--- config.mk ---
export PLATFORM = sky130hd
export DESIGN_NAME = game_sequencer
export DESIGN_NICKNAME = d
export VERILOG_FILES = /design/src/rtl/game_sequencer.sv
export SDC_FILE = /design/constraint.sdc
export NUM_CORES = 1
export LEC_CHECK = 0
export CAP_MARGIN = 30
export CORE_UTILIZATION = 40
export DETAILED_ROUTE_END_ITERATION = 10
export PLACE_DENSITY_LB_ADDON = 0.05
export SLEW_MARGIN = 40
export SYNTH_ARGS = -nofsm -noshare
export SYNTH_HDL_FRONTEND = slang
export SYNTH_SLANG_ARGS = --single-unit
--- constraint.sdc ---
create_clock -name clk -period 3.4 [get_ports clk]
set_input_delay 0.68 -clock clk [delete_from_list [all_inputs] [get_ports clk]]
set_output_delay 0.68 -clock clk [all_outputs]
set_load 0.02 [all_outputs]
--- src/rtl/game_sequencer.sv ---
// game_sequencer: brick-game phase FSM; paces ball moves from vsync, debounces the start/pause key, owns lives/score/level
module game_sequencer #(
  parameter int LIVES = 3,
  parameter int FRAMES_PER_STEP = 12,
  parameter int MIN_FRAMES = 2,
  parameter int SERVE_FRAMES = 60,
  parameter int MAX_LEVEL = 3,
  parameter int DEBOUNCE_CYC = 500000,
  parameter int SCORE_W = 8
) (
  input  logic               clk,
  input  logic               reset,
  input  logic               vs,
  input  logic               key_n,
  input  logic               brick_hit,
  input  logic               ball_lost,
  input  logic [3:0]         bricks_left,
  output logic               move_en,
  output logic               ball_reset,
  output logic               bricks_reload,
  output logic [2:0]         state,
  output logic [2:0]         lives,
  output logic [SCORE_W-1:0] score,
  output logic [1:0]         level,
  output logic               finish
);
  typedef enum logic [2:0] {IDLE = 3'd0, SERVE = 3'd1, PLAY = 3'd2, PAUSE = 3'd3, OVER = 3'd4, WIN = 3'd5} state_t;
  localparam int FMAX = FRAMES_PER_STEP > SERVE_FRAMES ? FRAMES_PER_STEP : SERVE_FRAMES;
  localparam int FW = $clog2(FMAX + 1);
  localparam int DW = $clog2(DEBOUNCE_CYC + 1);
  state_t st;
  logic v1, v2, v3, k1, k2, tick, press;
  logic [DW-1:0] dcnt;
  logic [FW-1:0] fcnt, fcnt_inc, step_frames;
  assign state = st;
  assign tick = v3 & ~v2;
  assign press = ~k2 & (dcnt == DW'(DEBOUNCE_CYC - 1));
  assign fcnt_inc = fcnt + FW'(1);
  assign step_frames = (FRAMES_PER_STEP >= MIN_FRAMES + 2 * int'(level)) ? FW'(FRAMES_PER_STEP - 2 * int'(level)) : FW'(MIN_FRAMES);
  always_ff @(posedge clk or negedge reset)
    if (!reset) begin
      {v1, v2, v3, k1, k2} <= '1;
      dcnt <= '0;
    end else begin
      {v3, v2, v1} <= {v2, v1, vs};
      {k2, k1} <= {k1, key_n};
      dcnt <= k2 ? '0 : dcnt + DW'(dcnt != DW'(DEBOUNCE_CYC));
    end
  always_ff @(posedge clk or negedge reset)
    if (!reset) begin
      st <= IDLE;
      lives <= '0;
      score <= '0;
      level <= '0;
      fcnt <= '0;
      move_en <= 1'b0;
      bricks_reload <= 1'b0;
      ball_reset <= 1'b0;
      finish <= 1'b0;
    end else begin
      move_en <= 1'b0;
      bricks_reload <= 1'b0;
      case (st)
        IDLE: if (press) begin
          lives <= 3'(LIVES);
          score <= '0;
          level <= '0;
          fcnt <= '0;
          bricks_reload <= 1'b1;
          ball_reset <= 1'b1;
          st <= SERVE;
        end
        SERVE: if (tick) begin
          if (fcnt_inc == FW'(SERVE_FRAMES)) begin
            fcnt <= '0;
            ball_reset <= 1'b0;
            st <= PLAY;
          end else fcnt <= fcnt_inc;
        end
        PLAY: begin
          if (brick_hit && score != '1) score <= score + SCORE_W'(1);
          if (bricks_left == 4'd0) st <= WIN;
          else if (ball_lost) begin
            lives <= lives - 3'd1;
            fcnt <= '0;
            if (lives == 3'd1) begin
              finish <= 1'b1;
              st <= OVER;
            end else begin
              ball_reset <= 1'b1;
              st <= SERVE;
            end
          end else if (press) st <= PAUSE;
          else if (tick) begin
            if (fcnt_inc == step_frames) begin
              fcnt <= '0;
              move_en <= 1'b1;
            end else fcnt <= fcnt_inc;
          end
        end
        PAUSE: if (press) st <= PLAY;
        WIN: if (press) begin
          level <= level != 2'(MAX_LEVEL) ? level + 2'd1 : level;
          fcnt <= '0;
          bricks_reload <= 1'b1;
          ball_reset <= 1'b1;
          st <= SERVE;
        end
        OVER: if (press) begin
          finish <= 1'b0;
          st <= IDLE;
        end
        default: st <= IDLE;
      endcase
    end
endmodule

==> impl_metrics.env <==
export IMPL_syn_nets=303
export IMPL_max_freq_mhz=318.1
export IMPL_ys_ff_latch=50
export IMPL_yosysSeqAreaShare_pct=46.74
export IMPL_io_buffers=29
export IMPL_ys_warn_count=0
export IMPL_finClkSkew_ps=8.748
export IMPL_hold_path_class="primary input to async pin"
export IMPL_drc_errors=6
export IMPL_rsz0062_at_grt="false"
export IMPL_netlist_area_mm2=0.002690
export IMPL_synth_largest_area_cell="dfrtp_1"
export IMPL_power_leakage_nw=1.359
export IMPL_synth_flop_cell="dfrtp_1"
export IMPL_netlist_area_leader_share_pct=41.86
export IMPL_clk_pin_slew_ps=90
export IMPL_root_buffer="clkbuf_8"
export IMPL_slew_headroom_pct=56.70
export IMPL_dieWidth_um=84.01
export IMPL_ant_nets=0
export IMPL_setup_viol=0
export IMPL_synthTopCellsByArea="dfrtp_1 42%, xor2_1 5.9%, dfstp_2 4.9%"
export IMPL_violations="DRC"
export IMPL_cts_buffer_depth=2
export IMPL_finalSetupTns_ps=0
export IMPL_fin_crit_ps=3144
export IMPL_ys_async_sr_fraction_pct=100.0
export IMPL_cts_sinks=50
export IMPL_ir_drop_mv=0.1871
export IMPL_worst_slew_pin_slew_ps=646.6
export IMPL_drt_vias_per_instance=5.399
export IMPL_postCtsSetupRepairBufs=0
export IMPL_nets=333
export IMPL_drt_wirelength_per_cell_um=14.29
export IMPL_critPathCaptureType="flip-flop"
export IMPL_gp_congestion=0.7800
export IMPL_timing_rr_start="dcnt[14]"
export IMPL_cts_tree="built"
export IMPL_grt_pass1_vias=2005
export IMPL_max_cap_viol_count=0
export IMPL_p_total_w=0.001693
export IMPL_grt_max_degree=34
export IMPL_place_hpwl_um=3997
export IMPL_worstSetupPathType="flip-flop to flip-flop"
export IMPL_dr_pass1_iters=7
export IMPL_synth_most_common_cell="dfrtp_1"
export IMPL_crit_chain="or4_1, or4_4, or4_4, ha_4, ha_1, and3_1, nor2b_2, nand3_1, xor2_1, nor2_1"
export IMPL_dp_cells=385
export IMPL_grt_overflow=0
export IMPL_cts_buffers=5
export IMPL_first_iter_violations=142
export IMPL_worstPathArrival_ps=3330
export IMPL_synth_commonest_cells="45 x dfrtp_1, 35 x nor2_1, 27 x nand2_1, 18 x xor2_1, 14 x o21ai_0"
export IMPL_crit_fanout=4
export IMPL_start_kind="flip-flop"
export IMPL_die_y_um=84.01
export IMPL_crit_top_cell="or4_4"
export IMPL_routed_wirelength_um=5615
export IMPL_hold_viol=0
export IMPL_die_area_mm2=0.007057
export IMPL_drv_slew=0
export IMPL_ff2ff_setup_slack_ps=260
export IMPL_routed_via_count=2122
export IMPL_status="finished, violations left"
export IMPL_slowest_stage="or4_4"
export IMPL_syn_instance_count=285
export IMPL_syn_area_per_cell_um2=9.439
export IMPL_core_mm2=0.006422
export IMPL_instances_no_fill=393
export IMPL_grt_usage_pct=17.41
export IMPL_slowest_delay_ps=530
export IMPL_power_density_mw_per_mm2=532.0
export IMPL_start_util_pct=41.89
export IMPL_crit_required_ps=3590
export IMPL_grt_pass1_wl_um=9722
export IMPL_clock_latency_ps=310
export IMPL_synth_edff_count=0
export IMPL_yosysUniqueCellTypes=51
export IMPL_syn_to_final_growth_pct=18.28
export IMPL_antenna_found_initial=0
export IMPL_fin_crit_sh_pct=92.47
export IMPL_std_cell_rows=29
export IMPL_ctsHtreeMaxLevel=2
export IMPL_ios=30
export IMPL_diodes=0
export IMPL_cp_startpoint="dcnt[14]"
export IMPL_drive_above_1_share_pct=9.810
## placed cells by master (no fill, tap or decap), types with 3 or more instances in the layout
cell type        Yosys  routed
buf_4                0       5
nor3_1              11      11
ha_1                 8       7
clkdlybuf4s50_1      0      28
a31oi_1              3       3
xor2_1              18      18
a21oi_1             10      10
o21ai_0             14      14
or4_4                2       3
and3_1               4       4
clkbuf_8             0       5
nor2b_1              8       7
inv_1                8       8
xnor2_1              7       7
nand4_1              8       8
dfrtp_1             45      45
or3b_2               3       3
nand3_1             13      13
nor2_1              35      35
dfstp_2              5       5
o211ai_1             3       3
or3_1                4       4
nand2_1             27      27
a22o_1               4       4
o22ai_1              3       3
## logic make-up (layout without fill, tap and decap cells)
kind of cell | after synthesis | after routing | share of synthesized area (%)
compound gates | 51 | 51 | 12.74
xor+xnor | 25 | 25 | 8.140
flops | 50 | 50 | 46.74
mux | 2 | 2 | 0.7442
simple gates | 131 | 131 | 25.07
buf+inv | 18 | 49 | 2.837
fa+ha+maj | 8 | 8 | 3.721
## area by class of cell
class / instances / area (um2)
fillers: 609 / 3241
multi-input cells: 217 / 1374
flip-flops and latches: 50 / 1257
clock buffers: 7 / 76.32
inverters: 8 / 30.03
clock inverters: 1 / 30.03
well taps: 77 / 96.34
repair buffers: 33 / 317.8
## report_power, final
part           total, W  internal (W)  switching (W)
Sequential     0.000788      0.000669       0.000119
Combinational  0.000484      0.000223       0.000262
Clock          0.000420      0.000220       0.000199
Total           0.00169       0.00111       0.000581
## timing repair
item                                    CTS  global route
hold buffers                              0             0
gates resized for setup                   0             4
endpoints found under the setup margin    0             3
## through the flow
stage	util, %	instance area (um2)	hold slack, ps	setup slack (ps)
after global routing	49.54	3182	331.9	118.2
after floorplan	-	2690	345.2	181.3
after detailed placement	47.57	3055	347.6	81.12
after CTS	49.23	3162	361.1	62.77
final	49.54	3182	298.4	255.9
after global placement	47.57	3055	345.7	113.7
## worst max-delay path: cells and delay by family, from the launching register on
kind | cells | cell delay (ps)
xor+xnor | 1 | 150
simple gates | 7 | 2070
flops | 1 | 410
fa+ha+maj | 2 | 370
## final timing paths
check | endpoint | depth (start not counted)
setup / recovery | dcnt[14] | 10
hold / removal | score[5] | 1
setup reg to reg | dcnt[14] | 10
hold reg to reg | v2 | 0
max in group asynchronous | dcnt[2] | 2
min in group clk | v2 | 0
## registers in the layout (all words and copies together) (netlist names), 2 cells and up
name and count:
level 2, score 8, fcnt 6, state 3
dcnt 19, lives 3
## routing by layer
layer | track usage (%) | part of all wire (%) | wire length [um]
met1 | 23.48 | 49 | 2749
met2 | 27.57 | 45 | 2546
met3 | 4.154 | 4.0 | 226
met4 | 5.643 | 1.7 | 93
met5 | 0 | 0 | 0
(Power assumes the default switching activity.)
